## config.mk

```make
export PLATFORM = sky130hd
export DESIGN_NAME = nonce_sweeper
export DESIGN_NICKNAME = d
export VERILOG_FILES = /design/src/rtl/nonce_sweeper.sv
export SDC_FILE = /design/constraint.sdc
export NUM_CORES = 2
export LEC_CHECK = 0
export CORE_AREA = 5 5 732 734
export DETAILED_ROUTE_END_ITERATION = 16
export DIE_AREA = 0 0 737 739
export SYNTH_ARGS = -nofsm -noshare
export SYNTH_HDL_FRONTEND = slang
export SYNTH_SLANG_ARGS = --single-unit
```

## constraint.sdc

```tcl
create_clock -name clk -period 9.5 [get_ports clk]
set_clock_uncertainty 0.1 [all_clocks]
set_input_delay 0.95 -clock clk [delete_from_list [all_inputs] [get_ports clk]]
set_output_delay 0.95 -clock clk [all_outputs]
set_load 0.05 [all_outputs]
```

## src/rtl/nonce_sweeper.sv

```systemverilog
// nonce_sweeper: walks a nonce range, launching sha256 on {header, bswap32(nonce)}
// for each nonce and stopping on the first result meeting the leading-zero target.
module nonce_sweeper #(
  parameter int unsigned CNT_W = 32
) (
  input  logic             clk,
  input  logic             rst,
  input  logic             start,
  input  logic             abort,
  input  logic [607:0]     header_in,
  input  logic [31:0]      nonce_start,
  input  logic [31:0]      nonce_end,
  input  logic [8:0]       zbits,
  output logic             sha_start,
  output logic [639:0]     sha_block,
  input  logic [255:0]     sha_hash,
  input  logic             sha_done,
  output logic             busy,
  output logic             found,
  output logic             exhausted,
  output logic [31:0]      found_nonce,
  output logic [255:0]     found_hash,
  output logic [CNT_W-1:0] hashes_tried
);

  localparam logic [1:0] S_IDLE   = 2'd0;
  localparam logic [1:0] S_LAUNCH = 2'd1;
  localparam logic [1:0] S_WAIT   = 2'd2;
  localparam logic [1:0] S_CHECK  = 2'd3;

  localparam logic [255:0]     ONES    = '1;
  localparam logic [CNT_W-1:0] CNT_ONE = {{(CNT_W-1){1'b0}}, 1'b1};

  logic [1:0]       r_state;
  logic [607:0]     r_hdr;
  logic [31:0]      r_nonce;
  logic [31:0]      r_end;
  logic [8:0]       r_zbits;
  logic [255:0]     r_hash;
  logic             r_done_d;
  logic             r_found;
  logic             r_exh;
  logic [31:0]      r_fnonce;
  logic [255:0]     r_fhash;
  logic [CNT_W-1:0] r_cnt;

  logic [255:0]     w_rev;
  logic [255:0]     w_mask;
  logic             w_hit;
  logic             w_done_rise;
  logic [31:0]      w_nonce_sw;

  // Byte-reverse the captured hash so the Bitcoin value's MSB is bit 255.
  always_comb begin
    w_rev = '0;
    for (int unsigned i = 0; i < 32; i++) begin
      w_rev[8*i +: 8] = r_hash[255 - 8*i -: 8];
    end
  end

  // Top-zbits mask; zbits==0 yields an empty mask (always a hit), 256 covers all bits.
  assign w_mask      = ~(ONES >> r_zbits);
  assign w_hit       = ((w_rev & w_mask) == '0);
  assign w_done_rise = sha_done & ~r_done_d;
  assign w_nonce_sw  = {r_nonce[7:0], r_nonce[15:8], r_nonce[23:16], r_nonce[31:24]};

  assign sha_start    = (r_state == S_LAUNCH) && !rst && !abort;
  assign sha_block    = {r_hdr, w_nonce_sw};
  assign busy         = (r_state != S_IDLE);
  assign found        = r_found;
  assign exhausted    = r_exh;
  assign found_nonce  = r_fnonce;
  assign found_hash   = r_fhash;
  assign hashes_tried = r_cnt;

  // Sweep state machine; abort overrides everything except reset.
  always_ff @(posedge clk) begin
    if (rst) begin
      r_state  <= S_IDLE;
      r_hdr    <= '0;
      r_nonce  <= '0;
      r_end    <= '0;
      r_zbits  <= '0;
      r_hash   <= '0;
      r_done_d <= 1'b0;
      r_found  <= 1'b0;
      r_exh    <= 1'b0;
      r_fnonce <= '0;
      r_fhash  <= '0;
      r_cnt    <= '0;
    end else begin
      // Tracked in every state so a done level left over from an aborted run is not an edge.
      r_done_d <= sha_done;
      if (abort) begin
        r_state <= S_IDLE;
      end else begin
        case (r_state)
          S_IDLE: begin
            if (start) begin
              r_hdr   <= header_in;
              r_nonce <= nonce_start;
              r_end   <= nonce_end;
              r_zbits <= zbits;
              r_found <= 1'b0;
              r_exh   <= 1'b0;
              r_cnt   <= '0;
              r_state <= S_LAUNCH;
            end
          end
          S_LAUNCH: begin
            r_state <= S_WAIT;
          end
          S_WAIT: begin
            if (w_done_rise) begin
              r_hash <= sha_hash;
              if (r_cnt != '1) begin
                r_cnt <= r_cnt + CNT_ONE;
              end
              r_state <= S_CHECK;
            end
          end
          S_CHECK: begin
            if (w_hit) begin
              r_found  <= 1'b1;
              r_fnonce <= r_nonce;
              r_fhash  <= r_hash;
              r_state  <= S_IDLE;
            end else if (r_nonce == r_end) begin
              r_exh   <= 1'b1;
              r_state <= S_IDLE;
            end else begin
              r_nonce <= r_nonce + 32'd1;
              r_state <= S_LAUNCH;
            end
          end
          default: begin
            r_state <= S_IDLE;
          end
        endcase
      end
    end
  end

endmodule

```

==> Word-level counts from Yosys, hierarchy flattened <==
Index checks and enable logic that the tools add are counted.
{ "classes": {"eq_ne": 12, "shifts": 1, "n_reduce_logical": 18, "magnitude_cmp": 0, "div_mod_pow": 0, "n_mul": 0, "n_mux": 19, "bitwise_logic": 5, "add_sub_neg": 2} }
{ "ops": {"columns": ["cell", "count"], "rows": [
  ["256-bit AND", 1],
  ["256-bit zero test", 1],
  ["256-bit inverter", 1],
  ["256-bit by 9-bit >> shifter with 256-bit output (first input constant)", 1],
  ["32-bit 2-to-1 mux", 6],
  ["32-bit case mux with 2 select lines", 2],
  ["32-bit by 1-bit adder with 32-bit output (second input constant)", 2],
  ["32-bit == test", 1],
  ["32-bit inequality test (second input constant)", 1],
  ["5-bit AND reduction", 3],
  ["2-bit inequality test (second input constant)", 7],
  ["3-bit AND reduction", 3],
  ["2-bit case mux with 4 select lines", 1],
  ["1-bit 2-to-1 mux", 6],
  ["2-bit nonzero test", 3],
  ["2-bit == test (second input constant)", 2],
  ["2-bit 2-to-1 mux", 2],
  ["1-bit case mux with 2 select lines", 2],
  ["4-bit AND reduction", 1],
  ["2-bit by 1-bit == test with 1-bit output (second input constant)", 1],
  ["1-bit logical AND", 2],
  ["1-bit zero test", 2],
  ["2-bit zero test", 1],
  ["1-bit inverter", 2],
  ["other kinds (3)", 3]
]} }
{ "word_totals": {"n_memories": 0, "wordCells": 69, "romBits": 0, "regBits": 1262, "out_inout_bits": 964, "ramBits": 0, "latchBits": 0} }

==> Logic depth before layout (Yosys ltp) <==
{ "depth": {"word_depth": 6, "depth_mapped": 17} }

==> Worst setup path after synthesis <==
Ideal clock, no wire load.
{ "synth_timing": {"path_kind": "in2out", "start": "in rst", "end": "out sha_start", "arrival_time_ps": 2653, "stages": 4, "slack_ps": 5797, "n_path_buf": 3, "required_ps": 8450, "path_cell_list": "clkbuf_1 clkbuf_1 clkbuf_1 nor3b_1"} }
{ "synth_via": {"elab_chain_len": 3} }
{ "synth_rtl": {"columns": ["element", "line", "source"], "rows": [
  ["start, declared", "7", "input logic rst,"],
  ["1-bit zero test", "67", "assign sha_start = (r_state == S_LAUNCH) && !rst && !abort;"],
  ["1-bit logical AND (2 in series)", "67", null],
  ["end, declared", "14", "output logic sha_start,"]
]} }
Every way passes these cells.

==> Worst setup path in the final report <==
{ "layout_timing": {"start": "reg r_zbits[4]", "end": "reg r_fhash[226], in the netlist found_hash[226]"} }
{ "layout_via": {"elab_chain_len": 5} }
{ "layout_rtl": {"columns": ["element", "line", "source"], "rows": [
  ["start, declared", "38", "logic [8:0] r_zbits;"],
  ["start signal, assigned", "103", "r_zbits <= zbits;"],
  ["256-bit by 9-bit >> shifter with 256-bit output", "62", "assign w_mask = ~(ONES >> r_zbits);"],
  ["256-bit inverter", "62", null],
  ["256-bit AND", "63", "assign w_hit = ((w_rev & w_mask) == '0);"],
  ["256-bit zero test", "63", null],
  ["3-bit AND reduction (no source line)", null, null],
  ["end signal, assigned", "126", "r_fhash <= r_hash;"],
  ["end, declared", "44", "logic [255:0] r_fhash;"]
]} }
Every way passes these cells.
A chain may end at the register's enable or synchronous reset.

==> impl_metrics.yaml <==
logic_synthesis:
  ys_seq_area_share_pct: 52.63
  syn_nets: 7234
  async_flop_share_pct: 0
  syn_avg_cell_area_um2: 7.637
  synthCells: 6286
  ys_seq_elements: 1262
  syn-cell-area_mm2: 0.04800
  synth_warnings: 0
  synth_top_area_share_pct: 52.63
  synth-edff-count: 0
  synthTopCellsByArea: "dfxtp_1 53%, nand2_1 19%, a21oi_1 13%"
  yosysMostFrequentCell: "nand2_1"
  synth_common_cells: "2467 x nand2_1, 1264 x a21oi_1, 1262 x dfxtp_1, 412 x clkbuf_1, 103 x o21ai_0"
  ys_types: 78
  synth_ff_type: "dfxtp_1"
  yosysTopAreaCell: "dfxtp_1"
place:
  dp_hpwl_mm: 417.8
  gp_congestion: 0.9806
  post_dp_cell_area_mm2: 0.07474
  io_buffers: 1905
clock_tree:
  cts_hold_buffers: 0
  cts_buffers: 180
  insertion_delay_ns: 0.89
  post_cts.repair.setup_buffers: 0
  clk_pin_slew_ns: 0.06
  cts_tree: "built"
  cts_htree_levels: 4
  cts_resized: 0
  root_buffer: "clkbuf_16"
  clock-sinks: 1262
  cts_max_path_buffers: 4
power:
  p_int_uw: 10400
  p_leak_uw: 0.02633
  clkPwrFrac_pct: 48.5
  p_seq_share_pct: 37.3
  powerDensity_mw_per_mm2: 184.0
  max-vdd-ir-drop_uv: 115.7
  p_sw_share_pct: 30.23
  combPwrFrac_pct: 14.2
  power_switching_uw: 4508
route:
  route.vias.total: 54720
  drc: 0
  wl_per_cell_um: 32.99
  vias_per_cell: 3.605
  totalWireLength_mm: 500.7
  firstDrtPassIters: 6
  detail-route-antenna-nets: 0
  drt_iter0_drc: 4651
layout:
  final_design_area_no_fill_mm2: 0.08103
  n_fill_cell: 60160
  synthToLayoutAreaGrowth_pct: 68.79
  fin_nets: 8944
  layout-drive-gt1-share_pct: 5.936
die:
  die_w_um: 737
  die_h_um: 739
  rows: 267
  coreArea_mm2: 0.5278
  dieArea_mm2: 0.5446
  initial_core_util_pct: 9.094
  pin_count: 1906
critical_path:
  worst_ep_required_time_ns: 10.09
  path_max_fanout: 158
  rrSetupSlack_ns: 3.16
  worstSetupPathType: "flop to flop"
  reg2reg_from: "r_zbits[4]"
  worstPathArrival_ns: 6.93
  r2r_cells: 12
  cp-end-kind: "flop"
  reg2reg_to: "found_hash[226]"
  start_kind: "flop"
grt:
  grt_pass1_wl_mm: 620.1
  grt_pass1_vias: 52480
  grt_usage_pct: 17.53
  overflow: 0
  antenna_found_initial: 220
  grt_max_degree: 201
hold_path:
  min_to: "found_hash[224]"
  worst_hold_path.num_cells: 2
  min_path_type: "flop to flop"
  min-delay-start: "found_hash[224]"
sta:
  setup_viol: 0
  fmax_mhz: 157.6
  fin_crit_ns: 6.344
  tightest_slew_ns: 1.226
  finalSetupTns_ns: 0
  hold_violations: 0
  fin_crit_sh_pct: 66.78
  relSlewSlack_pct: 16.12
  slew_viol_final: 0
  rsz0062_at_grt: "false"
run_status:
  status: "finished clean"
run:
  max-cap-violations: 0
worst max path at each step:
stage          cells after the start       start              end
3_5_place_dp                      12  r_zbits[4]  found_hash[182]
4_1_cts                           12  r_zbits[4]  found_hash[240]
3_3_place_gp                      12  r_zbits[4]   found_hash[13]
5_1_grt                           12  r_zbits[4]  found_hash[226]
2_1_floorplan                      4         rst        sha_start
6_report                          12  r_zbits[4]  found_hash[226]
sequential cells by signal, indices dropped and copies added (netlist names):
signal        count
r_hdr           608
found_hash      256
r_hash          256
found_nonce      32
hashes_tried     32
r_end            32
r_nonce          32
r_zbits           9
r_state           2
exhausted         1
found             1
r_done_d          1
power by group through the flow:
stage	Clock, uW	Sequential [uW]	Combinational, uW
final	7230	5560	2120
after global routing	7690	5580	2220
after CTS	7520	5560	2170
after detailed placement	0	5680	2160
after global placement	0	5680	2180
after floorplan	0	6100	439
layout make-up:
class                           instances  area [um^2]  share of cell area (%)
Inverter                               36        135.1                  0.1668
Antenna cell                           46        115.1                  0.1421
Multi-Input combinational cell       4498        20690                   25.53
Tap cell                             6994         8751                   10.80
Clock buffer                          250         5159                   6.367
Clock inverter                         73         1012                   1.249
Sequential cell                      1262        25270                   31.18
Timing Repair Buffer                 2018        19900                   24.56
placed cells by master (no fill, tap or decap), types with 22 or more instances in the layout:
master              n
a31oi_1            22
clkbuf_16         181
a21oi_1          1264
clkbuf_1           32
clkinv_2           25
buf_2              29
nand2_1          2467
diode_2            46
nor2_1             96
buf_4             120
clkdlybuf4s50_1  1854
nand3_1            50
inv_1              35
nor3_1             26
dfxtp_1          1259
clkbuf_8           37
o21ai_0           103
nand4_1            35
xor2_1             51
nor4_1             35
routing by layer:
metal  GRT usage [%]  share of wire [%]
met1           18.68                 36
met2           30.06                 48
met3           7.823                 11
met4           7.075                5.1
met5               0               0.14
critical path, stage by stage (launching register included):
cell	delay [ns]
dfxtp_2	0.50
buf_4	0.32
or2_2	0.34
a2111oi_0	1.05
o2111ai_1	0.17
a2111oi_0	0.41
nand4_1	0.38
a21oi_1	0.36
nand4_1	0.61
or3_4	0.93
buf_12	0.38
nand2_1	0.21
a21oi_1	0.08
kinds of logic (layout without fill, tap and decap cells):
| kind of cell | Yosys count | after routing | share of synthesized area [%] |
|---|---|---|---|
| AOI/OAI and AO/OA | 1602 | 1602 | 18.14 |
| xor gates and xnor gates | 58 | 58 | 1.058 |
| adders and majority gates | 13 | 13 | 0.3024 |
| buffers and inverters | 526 | 2377 | 4.358 |
| DFF | 1262 | 1262 | 52.63 |
| muxes | 6 | 6 | 0.1277 |
| other | 0 | 46 | 0 |
| and+or+nand+nor | 2819 | 2819 | 23.38 |
metrics by stage:
step | total power (uW) | util, % | hold slack (ns) | cells | setup slack [ns]
floorplan | 6537 | - | 0.3398 | 6286 | 5.797
global placement | 7850 | 14.16 | 0.3409 | 14810 | 3.459
detailed placement | 7837 | 14.16 | 0.3453 | 14810 | 3.532
CTS | 15260 | 15.33 | 0.3096 | 15130 | 3.498
global route | 15490 | 15.33 | 0.3569 | 15140 | 3.111
finish | 14910 | 15.35 | 0.3520 | 15180 | 3.156
Power figures use the tool's default switching activity.
